$ cat config.mk
export PLATFORM = sky130hd
export DESIGN_NAME = garegga_snd_rom_arb
export DESIGN_NICKNAME = d
export VERILOG_FILES = /design/src/rtl/garegga_snd_pkg.sv /design/src/rtl/garegga_snd_rom_slot.sv /design/src/rtl/garegga_snd_rom_arb.sv
export SDC_FILE = /design/constraint.sdc
export NUM_CORES = 1
export LEC_CHECK = 0
export ABC_AREA = 1
export BUFFER_PORTS_ARGS = -buffer_cell sky130_fd_sc_hd__buf_4
export CORE_UTILIZATION = 45
export DETAILED_ROUTE_END_ITERATION = 6
export GPL_TIMING_DRIVEN = 0
export PLACE_DENSITY = 0.73
export RECOVER_POWER = 25
export SLEW_MARGIN = 30
export SYNTH_ARGS = -nofsm -noshare
export SYNTH_HDL_FRONTEND = slang
export SYNTH_SLANG_ARGS = --single-unit
$ cat constraint.sdc
create_clock -name CLK96 -period 7.49 [get_ports CLK96]
set_input_delay 1.1235 -clock CLK96 [delete_from_list [all_inputs] [get_ports CLK96]]
set_output_delay 1.1235 -clock CLK96 [all_outputs]
set_load 0.01 [all_outputs]
$ cat src/rtl/garegga_snd_pkg.sv
// Shared definitions for the Garegga sound ROM arbiter: FSM state encoding
// and the default SDRAM region offsets for the Z80 program and ADPCM samples.
package garegga_snd_pkg;

    typedef enum logic [2:0] {
        ST_IDLE   = 3'd0,
        ST_Z_REQ  = 3'd1,
        ST_Z_WAIT = 3'd2,
        ST_P_REQ  = 3'd3,
        ST_P_WAIT = 3'd4
    } snd_state_e;

    localparam logic [21:0] Z80_BASE_DEF = 22'h000000;
    localparam logic [21:0] PCM_BASE_DEF = 22'h020000;

endpackage

$ cat src/rtl/garegga_snd_rom_slot.sv
// One-entry read cache: tag/data/valid register, combinational hit compare
// and a load port written only when an SDRAM fetch completes.
module garegga_snd_rom_slot #(
    parameter int AW = 17
) (
    input  logic          clk_i,
    input  logic          rst_i,
    input  logic          cs_i,
    input  logic [AW-1:0] addr_i,
    input  logic          load_i,
    input  logic [AW-1:0] load_tag_i,
    input  logic [7:0]    load_data_i,
    output logic          hit_o,
    output logic [7:0]    dout_o
);

    logic [AW-1:0] tag_q;
    logic [7:0]    data_q;
    logic          valid_q;

    always_ff @(posedge clk_i or posedge rst_i) begin
        if (rst_i) begin
            tag_q   <= '0;
            data_q  <= '0;
            valid_q <= 1'b0;
        end else if (load_i) begin
            tag_q   <= load_tag_i;
            data_q  <= load_data_i;
            valid_q <= 1'b1;
        end
    end

    assign hit_o  = cs_i && valid_q && (tag_q == addr_i);
    assign dout_o = data_q;

endmodule

$ cat src/rtl/garegga_snd_rom_arb.sv
// Shares one SDRAM read port between the Z80 program ROM and the ADPCM ROM,
// each fronted by a one-byte slot; simultaneous misses alternate round-robin.
module garegga_snd_rom_arb
    import garegga_snd_pkg::*;
#(
    parameter logic [21:0] Z80_BASE = Z80_BASE_DEF,
    parameter logic [21:0] PCM_BASE = PCM_BASE_DEF
) (
    input  logic        CLK96,
    input  logic        RESET96,
    input  logic        Z80_CS,
    input  logic [16:0] Z80_ADDR,
    output logic        Z80_OK,
    output logic [7:0]  Z80_DOUT,
    input  logic        PCM_CS,
    input  logic [19:0] PCM_ADDR,
    output logic        PCM_OK,
    output logic [7:0]  PCM_DOUT,
    output logic        MEM_CS,
    output logic [21:0] MEM_ADDR,
    input  logic        MEM_OK,
    input  logic [7:0]  MEM_DOUT
);

    snd_state_e  state_q;
    logic        mem_cs_q;
    logic [21:0] mem_addr_q;
    logic [16:0] z_lat_q;
    logic [19:0] p_lat_q;
    logic        last_pcm_q;

    logic z_hit, p_hit, z_miss, p_miss, z_load, p_load;

    assign z_load = (state_q == ST_Z_WAIT) && MEM_OK;
    assign p_load = (state_q == ST_P_WAIT) && MEM_OK;

    garegga_snd_rom_slot #(.AW(17)) u_z80_slot (
        .clk_i       (CLK96),
        .rst_i       (RESET96),
        .cs_i        (Z80_CS),
        .addr_i      (Z80_ADDR),
        .load_i      (z_load),
        .load_tag_i  (z_lat_q),
        .load_data_i (MEM_DOUT),
        .hit_o       (z_hit),
        .dout_o      (Z80_DOUT)
    );

    garegga_snd_rom_slot #(.AW(20)) u_pcm_slot (
        .clk_i       (CLK96),
        .rst_i       (RESET96),
        .cs_i        (PCM_CS),
        .addr_i      (PCM_ADDR),
        .load_i      (p_load),
        .load_tag_i  (p_lat_q),
        .load_data_i (MEM_DOUT),
        .hit_o       (p_hit),
        .dout_o      (PCM_DOUT)
    );

    assign z_miss = Z80_CS && !z_hit;
    assign p_miss = PCM_CS && !p_hit;

    always_ff @(posedge CLK96 or posedge RESET96) begin
        if (RESET96) begin
            state_q    <= ST_IDLE;
            mem_cs_q   <= 1'b0;
            mem_addr_q <= '0;
            z_lat_q    <= '0;
            p_lat_q    <= '0;
            last_pcm_q <= 1'b1;
        end else begin
            case (state_q)
                ST_IDLE: begin
                    // Z80 takes the port unless PCM also misses and Z80 went last.
                    if (z_miss && (!p_miss || last_pcm_q)) begin
                        state_q    <= ST_Z_REQ;
                        z_lat_q    <= Z80_ADDR;
                        mem_cs_q   <= 1'b1;
                        mem_addr_q <= Z80_BASE + {5'd0, Z80_ADDR};
                    end else if (p_miss) begin
                        state_q    <= ST_P_REQ;
                        p_lat_q    <= PCM_ADDR;
                        mem_cs_q   <= 1'b1;
                        mem_addr_q <= PCM_BASE + {2'd0, PCM_ADDR};
                    end
                end
                // MEM_OK may still be high from the previous access here.
                ST_Z_REQ: state_q <= ST_Z_WAIT;
                ST_P_REQ: state_q <= ST_P_WAIT;
                ST_Z_WAIT: begin
                    if (MEM_OK) begin
                        mem_cs_q   <= 1'b0;
                        last_pcm_q <= 1'b0;
                        state_q    <= ST_IDLE;
                    end
                end
                ST_P_WAIT: begin
                    if (MEM_OK) begin
                        mem_cs_q   <= 1'b0;
                        last_pcm_q <= 1'b1;
                        state_q    <= ST_IDLE;
                    end
                end
                default: state_q <= ST_IDLE;
            endcase
        end
    end

    assign Z80_OK   = z_hit;
    assign PCM_OK   = p_hit;
    assign MEM_CS   = mem_cs_q;
    assign MEM_ADDR = mem_addr_q;

endmodule

======== Word-level counts from Yosys, hierarchy flattened ========
Index checks and enable logic that the tools add are counted.
word-level totals
  register bits after elaboration ......... 119
  input port bits ......................... 50
  output and inout port bits .............. 41
  logic and storage cells ................. 60
cells by class
  reductions and logical operators ........ 24
  multiplexer cells ....................... 12
  eq/ne operators ......................... 10
  $add $sub $neg .......................... 1
  bitwise operators ....................... 1
operators with widths
  operator                                                         count
  22-bit two-way mux                                               2
  18-bit by 20-bit adder with 21-bit output, first input constant  1
  20-bit == test                                                   1
  17-bit == test                                                   1
  3-bit case mux with 4 select lines                               1
  1-bit logical AND                                                9
  3-bit two-way mux                                                3
  3-bit AND reduction                                              3
  3-bit by 2-bit == test with 1-bit output, second input constant  2
  2-bit AND reduction                                              3
  2-bit nonzero test                                               3
  1-bit two-way mux                                                4
  2-bit != test, second input constant                             2
  1-bit case mux with 2 select lines                               2
  3-bit by 1-bit == test with 1-bit output, second input constant  1
  3-bit == test, second input constant                             1
  1-bit zero test                                                  3
  3-bit zero test                                                  1
  3-bit != test, second input constant                             1
  2-bit by 1-bit != test with 1-bit output, second input constant  1
  2-bit OR reduction                                               1
  1-bit logical OR                                                 1
  1-bit NOT                                                        1

======== Depth between registers and ports, before layout ========
Gate-level depths: netlist of the first run.
  depth in word-level cells ............... 9
  depth in mapped cells ................... 14
  gate-level depth less buffers ........... 14

======== Cells and area by module ========
A second synthesis of the first run with hierarchy kept.
second synthesis, totals
  cells, all modules ...................... 722
  area total of the unflattened synthesis .. 5540.3 µm²
by module, submodules not included
  module                             sequential area each (µm²)  instances  cells an instance  area each (µm²)
  garegga_snd_rom_arb                1577.8                      1          334                2795.2
  garegga_snd_rom_slot (u_pcm_slot)  725.7                       1          206                1451.4
  garegga_snd_rom_slot (u_z80_slot)  650.6                       1          182                1293.7

======== Worst setup path after synthesis of the first run ========
Ideal clock, no wire load.
  path kind ............................... input port to output port
  start point ............................. in PCM_ADDR[16]
  end point ............................... out PCM_OK
  slack ................................... 4.338 ns
  stages .................................. 7
  arrival ................................. 2.028 ns
  path buffers ............................ 0
  cells stage by stage .................... inv_1 > nand2_1 > nand2_1 > nor3_1 > nor3b_1 > nand3_1 > nor4_1
between the ends
  cells in the longest elaborated chain, start to end .. 2
RTL lines
  item               RTL line                    text
  start, declared    garegga_snd_rom_arb.sv:16   input logic [19:0] PCM_ADDR,
  20-bit == test     garegga_snd_rom_slot.sv:33  assign hit_o = cs_i && valid_q && (tag_q == addr_i);
  1-bit logical AND  garegga_snd_rom_slot.sv:33
  end, declared      garegga_snd_rom_arb.sv:17   output logic PCM_OK,
Every way passes these cells.

======== Final worst setup path of the first run ========
Ends and elaborated chain as after synthesis.

==> impl_metrics.tcl, run 1 <==
set metrics [dict create \
    status "completed" \
    switching_power_mw 1.07 \
    startpoint "PCM_ADDR[16]" \
    worstSetupStartpointType "input pin" \
    fillers 1184 \
    hp-start "u_pcm_slot.valid_q$_DFFE_PP0P_" \
    ys_top_cells_by_area "dfrtp_1 (51%), nand2_1 (17%), inv_1 (5.6%)" \
    syn-cell-area_um2 5730 \
    p_comb_share_pct 34.8 \
    min_path_type "reg2reg" \
    grtUsageTotal_pct 24.5 \
    grt_pass1_vias 4897 \
    wire_per_inst_um 14.6 \
    synthArstFlopShare_pct 100 \
    start_util_pct 46.9 \
    antenna_cells 0 \
    ioPinCount 91 \
    maxCapViolCount 0 \
    ir_worst_vdd_mv 0.201 \
    cellPowerDensity_nw_per_um2 414 \
    cts_made_buffers 17 \
    yosysWarnings 0 \
    clkLatencyLatePin_ps 420 \
    swShare_pct 35.8 \
    fin_nets 890 \
    power.leakage_nw 3.90 \
    dieArea_um2 13200 \
    yosys.cell_types.count 33 \
    seq_area_frac_synth_pct 51.6 \
    cts-root-buf "clkbuf_16" \
    grt.overflow.total 0 \
    drive_gt1_share_pct 19.8 \
    worstPathArrival_ps 2430 \
    clk_pin_slew_worst_paths_ps 60 \
    cts_sinks 118 \
    io_buffers 89 \
    crit_required_ps 6370 \
    yosys.cell_count.top_type "nand2_1" \
    synth_edf_count 0 \
    dpl.hpwl_um 10900 \
    drt_iter0_drc 396 \
    rr_startpoint "state_q[2]$_DFFE_PP0P_" \
    cp_max_fo 3 \
    gp_congestion 0.955 \
    cts_resized 0 \
    fin_setup_tns_ps 0 \
    cts_tree "yes" \
    post_cts_buffers 0 \
    cts.path.max_buffers 2 \
    rows 40 \
    syn_nets 781 \
    worstSetupPathType "in2out" \
    fp.dieW_um 115 \
    yosysTopAreaCell "dfrtp_1" \
    placed_cell_area_um2 6640 \
    final_hold_viol_count 0 \
    max_freq_ghz 0.281 \
    die_h_um 115 \
    synthToLayoutAreaGrowth_pct 26.7 \
    p_seq_share_pct 36.7 \
    syn_area_per_cell_um2 7.85 \
    drt_wl_total_um 14900 \
    antenna_left 0 \
    period_share_pct 47.5 \
    r2r_setup_slack_ps 5470 \
    grt_max_degree 92 \
    viasPerCell 4.95 \
    via_count 5050 \
    post-route-util_pct 59.4 \
    synth_flop_cell "dfrtp_1" \
    fin_crit_ps 3560 \
    synth_seq_cells 118 \
    intPower_mw 1.93 \
    synth_top_area_share_pct 51.1 \
    setup_viol 0 \
    pwr-share-clk_pct 28.6 \
    cts-htree-levels 4 \
    final_area_um2 7260 \
    drc 0 \
    postCtsHoldBufs 0 \
    rsz0062_at_grt "no" \
    synthTopCellsByCount "nand2_1 (260), dfrtp_1 (117), inv_1 (86)" \
    relSlewSlack_pct 10.6 \
    finalClockSkew_ps 5.47 \
    tightest_slew_ps 1330 \
    dr.pass1.iters 6 \
    grt_pass1_wl_um 24200 \
    postSynthCellCount 730 \
    slew_viol_final 0 \
    cp-end-kind "output pin" \
    core_um2 12200 \
    antenna_found_initial 0 \
]
==> layout by cell type (no fill, tap or decap), types with 2 or more instances in the layout <==
master / count
nand3b_1: 2
inv_2: 8
inv_1: 85
clkinv_4: 2
mux2_2: 3
nand2_1: 260
o2111ai_1: 3
buf_2: 3
bufinv_16: 4
o21ai_1: 15
clkbuf_1: 11
nand2_4: 3
nand3_1: 48
a21oi_1: 20
o21ai_2: 10
buf_6: 9
clkbuf_16: 17
nor3b_1: 2
nand4_1: 3
nor2_1: 47
dfrtp_1: 117
clkinv_2: 5
buf_4: 92
xnor2_1: 5
nor4_1: 4
nor3_1: 4
o21ai_0: 54
==> area by class of cell <==
| type | count | area [um2] | share of cell area, % |
|---|---|---|---|
| Buffer | 26 | 184 | 2.53 |
| Sequential cell | 118 | 2950 | 40.7 |
| Tap cell | 168 | 210 | 2.90 |
| Multi-Input combinational cell | 491 | 2230 | 30.7 |
| Clock inverter | 13 | 179 | 2.47 |
| Timing Repair Buffer | 90 | 696 | 9.59 |
| Inverter | 95 | 360 | 4.97 |
| Clock buffer | 19 | 443 | 6.10 |
==> cell families after synthesis <==
logic type,share of synthesized area [%]
flops,51.6
simple gates,27.5
other cells,0.0655
fa+ha+maj,0.218
buf+inv,9.48
mux,0.590
xor+xnor,0.764
compound gates,9.76
==> critical path, cell delays in order <==
cell,delay (ps)
buf_4,80
inv_1,90
nand2_1,70
nand2_1,70
nor3_1,250
nor3b_1,200
nand3_1,90
nor4_1,270
buf_4,190
==> state kept, by name, indices dropped and copies added (netlist names) <==
register            cells
u_z80_slot.tag_q       17
u_z80_slot.valid_q      1
MEM_CS                  1
z_lat_q                17
u_z80_slot.dout_o       8
last_pcm_q              1
u_pcm_slot.dout_o       8
u_pcm_slot.valid_q      1
state_q                 3
u_pcm_slot.tag_q       20
p_lat_q                20
MEM_ADDR               21
==> layer usage <==
metal	track usage (%)	share of wire, %
met4	7.36	1.3
met2	40.8	48
met3	5.80	5.8
met5	0	0
met1	31.9	44
==> power by group through the flow <==
stage               sequential, mW  combinational, mW  clock, mW
global route                  1.13               1.18      0.899
floorplan                     1.11              0.643          0
finish                        1.10               1.04      0.857
detailed placement            1.10               1.05          0
CTS                           1.10               1.05      0.865
global placement              1.09               1.02          0
==> worst paths after layout <==
check	to	cells after the start
setup / recovery	PCM_OK	9
hold / removal	u_pcm_slot.valid_q$_DFFE_PP0P_	2
setup reg to reg	u_z80_slot.tag_q[15]$_DFFE_PP0P_	6
hold reg to reg	u_pcm_slot.valid_q$_DFFE_PP0P_	2
max in group asynchronous	u_z80_slot.tag_q[9]$_DFFE_PP0P_	3
min in group asynchronous	u_pcm_slot.tag_q[14]$_DFFE_PP0P_	2
==> per-stage QoR <==
step | power [mW] | hold WS (ps) | instances | setup WS, ps
final | 3.00 | 461 | 1020 | 3930
after global placement | 2.12 | 449 | 987 | 1790
after CTS | 3.02 | 466 | 1020 | 3960
after global routing | 3.21 | 498 | 1020 | 3830
after floorplan | 1.76 | 434 | 730 | 3240
after detailed placement | 2.15 | 451 | 988 | 3970
(Power assumes the default switching activity.)
==> run 2, diff against run 1 <==
ABC_AREA = 0   (was 1)
PLACE_DENSITY = 0.76   (was 0.73)
clock period = 3 ns   (was 7.49 ns; I/O delays follow)
==> run 2 against run 1 <==
  * Register-to-register slack worse by 5300 ps
  * Critical path depth down 1
  * Critical path type is now reg2reg
  * Non-clock buffer count down 3
  * Largest power group unchanged
  * Synthesized cell count down 46%
  * Via count down 30%
  * Wire length down 18%
==> impl_metrics.tcl, run 2 <==
set metrics [dict create \
    largest_reg_flops 21 \
    maxCapViolCount 0 \
    dpl.hpwl_um 9020 \
    fillers 920 \
    drive_gt1_share_pct 43.8 \
    synth_seq_cells 118 \
    worstPathArrival_ps 3120 \
    worstSetupStartpointType "flip-flop" \
    min_path_type "in2async" \
    ioPinCount 91 \
    synth_edf_count 0 \
    mostFrequentLayoutCell "dfrtp_1" \
    cts_tree "yes" \
    antenna_found_initial 0 \
    grt_pass1_vias 3901 \
    grt_max_degree 32 \
    synthToLayoutAreaGrowth_pct 27.4 \
    worstSetupPathType "reg2reg" \
    syn-cell-area_um2 5320 \
    clk_pin_slew_worst_paths_ps 50 \
    cts-htree-levels 4 \
    ir_worst_vdd_mv 0.508 \
    core_um2 11500 \
    synthTopCellsByCount "dfrtp_1 (117), mux2_2 (64), mux2_4 (26)" \
    yosys.cell_types.count 47 \
    setup_viol 0 \
    dr.pass1.iters 4 \
    antenna_left 0 \
    die_h_um 111 \
    max_freq_ghz 0.352 \
    synthArstFlopShare_pct 100 \
    rsz0062_at_grt "no" \
    cts_made_buffers 17 \
    cellPowerDensity_nw_per_um2 1080 \
    cts.path.max_buffers 2 \
    cts_sinks 118 \
    grtUsageTotal_pct 21.3 \
    cts_resized 0 \
    synth_flop_cell "dfrtp_1" \
    yosysWarnings 0 \
    post_cts_buffers 0 \
    via_count 3555 \
    layout_common_cells "dfrtp_1 (117), buf_4 (89), mux2_2 (64), mux2_4 (26), xor2_1 (21)" \
    seq_area_frac_synth_pct 55.6 \
    fin_setup_tns_ps 0 \
    relSlewSlack_pct 1.19 \
    startpoint "u_pcm_slot.tag_q[8]$_DFFE_PP0P_" \
    finalClockSkew_ps 6.84 \
    crit_required_ps 3280 \
    status "completed" \
    drt_iter0_drc 139 \
    yosysTopAreaCell "dfrtp_1" \
    power.leakage_nw 3.02 \
    syn_area_per_cell_um2 13.4 \
    fin_crit_ps 2840 \
    dp.cells 632 \
    drc 0 \
    synth_top_area_share_pct 55.1 \
    rr_startpoint "u_pcm_slot.tag_q[8]$_DFFE_PP0P_" \
    drt_wl_total_um 12200 \
    fin_nets 559 \
    yosys.cell_count.top_type "dfrtp_1" \
    grt.overflow.total 0 \
    wire_per_inst_um 18.4 \
    fp.dieW_um 111 \
    period_share_pct 94.7 \
    ys_top_cells_by_area "dfrtp_1 (55%), mux2_2 (14%), mux2_4 (7.3%)" \
    cp-end-kind "flip-flop" \
    postCtsHoldBufs 0 \
    postSynthCellCount 396 \
    viasPerCell 5.38 \
    start_util_pct 46.4 \
    io_buffers 89 \
    tightest_slew_ps 1480 \
    cp_max_fo 10 \
    clkLatencyLatePin_ps 400 \
    dieArea_um2 12300 \
    grt_pass1_wl_um 20400 \
    cts-root-buf "clkbuf_16" \
    rows 39 \
    slew_viol_final 0 \
    gp_congestion 0.813 \
    syn_nets 447 \
    hold_slack_ps 194 \
    final_hold_viol_count 0 \
    antenna_cells 0 \
    layoutNonFillerInstCount 661 \
]
==> run 2: path summary, 6_finish.rpt <==
| path | endpoint | slack [ps] | cells past startpoint |
|---|---|---|---|
| max | z_lat_q[3]$_DFFE_PP0P_ | 160 | 8 |
| max in group asynchronous | u_z80_slot.tag_q[8]$_DFFE_PP0P_ | 840 | 5 |
| min in group CLK96 | MEM_ADDR[17]$_DFFE_PP0P_ | 270 | 2 |
| min reg2reg | u_pcm_slot.valid_q$_DFFE_PP0P_ | 470 | 1 |
| max reg2reg | z_lat_q[3]$_DFFE_PP0P_ | 160 | 8 |
| min | u_pcm_slot.tag_q[5]$_DFFE_PP0P_ | 190 | 2 |
==> run 2: worst max-delay path, cell delays in order (launching register included) <==
cell and delay [ps]:
dfrtp_1 390, xor2_1 160, nor4_1 340, nand4_1 290, o21ai_1 620, and3_1 270
buf_6 150, buf_8 180, mux2_4 310
==> run 2: kinds of logic (layout without fill, tap and decap cells) <==
logic type               Yosys count  after routing  share of synthesized area [%]
multiplexers                      90             90                           20.9
AO/OA/AOI/OAI                     52             52                           6.76
AND/OR/NAND/NOR                   69             69                           7.32
flip-flops                       118            118                           55.6
other                              1              1                         0.0706
XOR/XNOR                          40             40                           6.59
buffers and inverters             25            147                           2.54
adder cells (fa/ha/maj)            1              1                          0.235
==> run 2: report_power, final <==
part / internal [mW] / switching, mW / total, mW / leakage, nW
combinational: 1.45 / 1.13 / 2.58 / 1.34
clock: 1.23 / 0.651 / 1.88 / 0.275
sequential: 2.38 / 0.478 / 2.86 / 1.41
total: 5.07 / 2.26 / 7.32 / 3.02
==> run 2: stage by stage <==
stage	total power [mW]	area (um2)	util (%)	worst slack (ps)
detailed placement	5.46	6260	54.6	22.5
floorplan	4.52	5320	-	620
global placement	5.30	6170	53.8	88.3
global route	7.74	6770	59.0	32.2
CTS	7.37	6810	59.4	201
finish	7.32	6770	59.0	158
==> run 2: routing by layer <==
| metal | track usage [%] | wire, um | up-vias |
|---|---|---|---|
| li1 | - | - | 1659 |
| met1 | 28.4 | 5510 | 1805 |
| met2 | 34.7 | 6020 | 83 |
| met3 | 5.03 | 496 | 8 |
| met4 | 6.67 | 131 | 0 |
| met5 | 0 | 0 | - |
==> run 2: layout make-up <==
cell class              instances  area [um2]  share of cell area, %
plain buffers                  20         116                   1.72
well taps                     143         179                   2.64
clock inverters                 4        45.0                  0.665
multi-input cells             253        2230                   32.9
clock buffers                  25         505                   7.47
repair buffers                 93         723                   10.7
inverters                       5        20.0                  0.296
flip-flops and latches        118        2950                   43.6
==> run 3, diff against run 2 <==
RECOVER_POWER = 50   (was 25)
==> run 3 against run 2 <==
  * Worst setup slack better by 5.8 ps
  * Cell area fell by 1.2%
  * First-iteration DRC count increased by 9.4%
  * Clock power hardly changed
  * Sequential power about the same
  * Power is 1.4% lower
  * Via count up 0.25%
  * Global-route usage stayed put
  * Worst hold slack better by 11 ps
  * Largest cell class unchanged
==> impl_metrics.tcl, run 3 (same netlist as run 2, synthesis figures left out) <==
set metrics [dict create \
    wire_per_inst_um 18.4 \
    rsz0062_at_grt "no" \
    rr_startpoint "u_pcm_slot.tag_q[8]$_DFFE_PP0P_" \
    cts_made_buffers 17 \
    worstSetupPathType "reg2reg" \
    layout_common_cells "dfrtp_1 (117), buf_4 (70), mux2_2 (64), clkbuf_1 (34), mux2_4 (26)" \
    dp.cells 632 \
    relSlewSlack_pct 1.33 \
    min_path_type "in2async" \
    mostFrequentLayoutCell "dfrtp_1" \
    r2r_setup_slack_ps 160 \
    io_buffers 89 \
    status "completed" \
    grtUsageTotal_pct 21.3 \
    synthToLayoutAreaGrowth_pct 25.8 \
    cts-root-buf "clkbuf_16" \
    start_util_pct 46.4 \
    dr.pass1.iters 4 \
    maxCapViolCount 0 \
    core_um2 11500 \
    slew_viol_final 0 \
    crit_required_ps 3280 \
    drt_iter0_drc 152 \
    fin_setup_tns_ps 0 \
    rows 39 \
    cellPowerDensity_nw_per_um2 1080 \
    cts_sinks 118 \
    gp_congestion 0.813 \
    grt_use_met2_pct 34.7 \
    period_share_pct 94.5 \
    worstSetupStartpointType "flip-flop" \
    grt_pass1_wl_um 20400 \
    worstPathArrival_ps 3110 \
    power.leakage_nw 2.95 \
    final_hold_viol_count 0 \
    drt_wl_total_um 12200 \
    viasPerCell 5.39 \
    grt_max_degree 32 \
    grt.overflow.total 0 \
    placed_cell_area_um2 6260 \
    clkLatencyLatePin_ps 400 \
    dpl.hpwl_um 9020 \
    use_met3_pct 5.03 \
    top_usage_layer "met2" \
    setup_viol 0 \
    cts.path.max_buffers 2 \
    layoutNonFillerInstCount 661 \
    final_area_um2 6690 \
    die_h_um 111 \
    ioPinCount 91 \
    fin_nets 559 \
    dieArea_um2 12300 \
    postCtsHoldBufs 0 \
    antenna_cells 0 \
    grt_pass1_vias 3901 \
    cts-htree-levels 4 \
    startpoint "u_pcm_slot.tag_q[8]$_DFFE_PP0P_" \
    ir_worst_vdd_mv 0.506 \
    fp.dieW_um 111 \
    antenna_found_initial 0 \
    via_count 3564 \
    r2r-end "z_lat_q[3]$_DFFE_PP0P_" \
    cp-end-kind "flip-flop" \
    largest_reg_flops 21 \
    fin_crit_ps 2840 \
    post_cts_buffers 0 \
    cts_resized 0 \
    cts_tree "yes" \
    tightest_slew_ps 1480 \
    drc 0 \
    clk_pin_slew_worst_paths_ps 50 \
    r2r_cells 8 \
    antenna_left 0 \
    max_freq_ghz 0.353 \
    cp_max_fo 10 \
    drive_gt1_share_pct 40.2 \
    use_met1_pct 28.4 \
    finalClockSkew_ps 6.51 \
]
-- run 3: how the worst max path moves through the flow --
stage / end
after floorplan: p_lat_q[10]$_DFFE_PP0P_
after global placement: z_lat_q[8]$_DFFE_PP0P_
after global routing: z_lat_q[1]$_DFFE_PP0P_
final: z_lat_q[3]$_DFFE_PP0P_
after CTS: z_lat_q[7]$_DFFE_PP0P_
after detailed placement: z_lat_q[7]$_DFFE_PP0P_
-- run 3: power by group --
part	internal, mW	total, mW	switching, mW
logic	1.36	2.49	1.13
clock network	1.23	1.88	0.646
registers	2.38	2.86	0.476
-- run 3: metrics by stage --
stage / power (mW) / util, % / hold WS [ps] / setup WS [ps]
finish: 7.22 / 58.3 / 205 / 164
global route: 7.64 / 58.3 / 257 / 32.2
CTS: 7.37 / 59.4 / 107 / 201
detailed placement: 5.46 / 54.6 / 462 / 22.5
global placement: 5.30 / 53.8 / 443 / 88.3
floorplan: 4.52 / - / 430 / 620
-- run 3: critical path: stages (launching register included) --
cell and delay, ps:
dfrtp_1 390, xor2_1 160, nor4_1 340, nand4_1 280, o21ai_1 620, and3_1 270, buf_6 150, buf_8 180
mux2_4 310
-- run 3: final cells by class --
cell class                 instances  area [um2]
multi-input combinational        253        2230
inverter                           5        20.0
sequential                       118        2950
timing repair buffer              93         639
tap                              143         179
clock buffer                      25         505
clock inverter                     4        45.0
fill                             938        4780
buffer                            20         116
-- run 3: per-layer routing --
| layer | share of wire, % | wire, um |
|---|---|---|
| met1 | 46 | 5610 |
| met2 | 49 | 6010 |
| met3 | 3.8 | 459 |
| met4 | 0.80 | 97 |
| met5 | 0 | 0 |
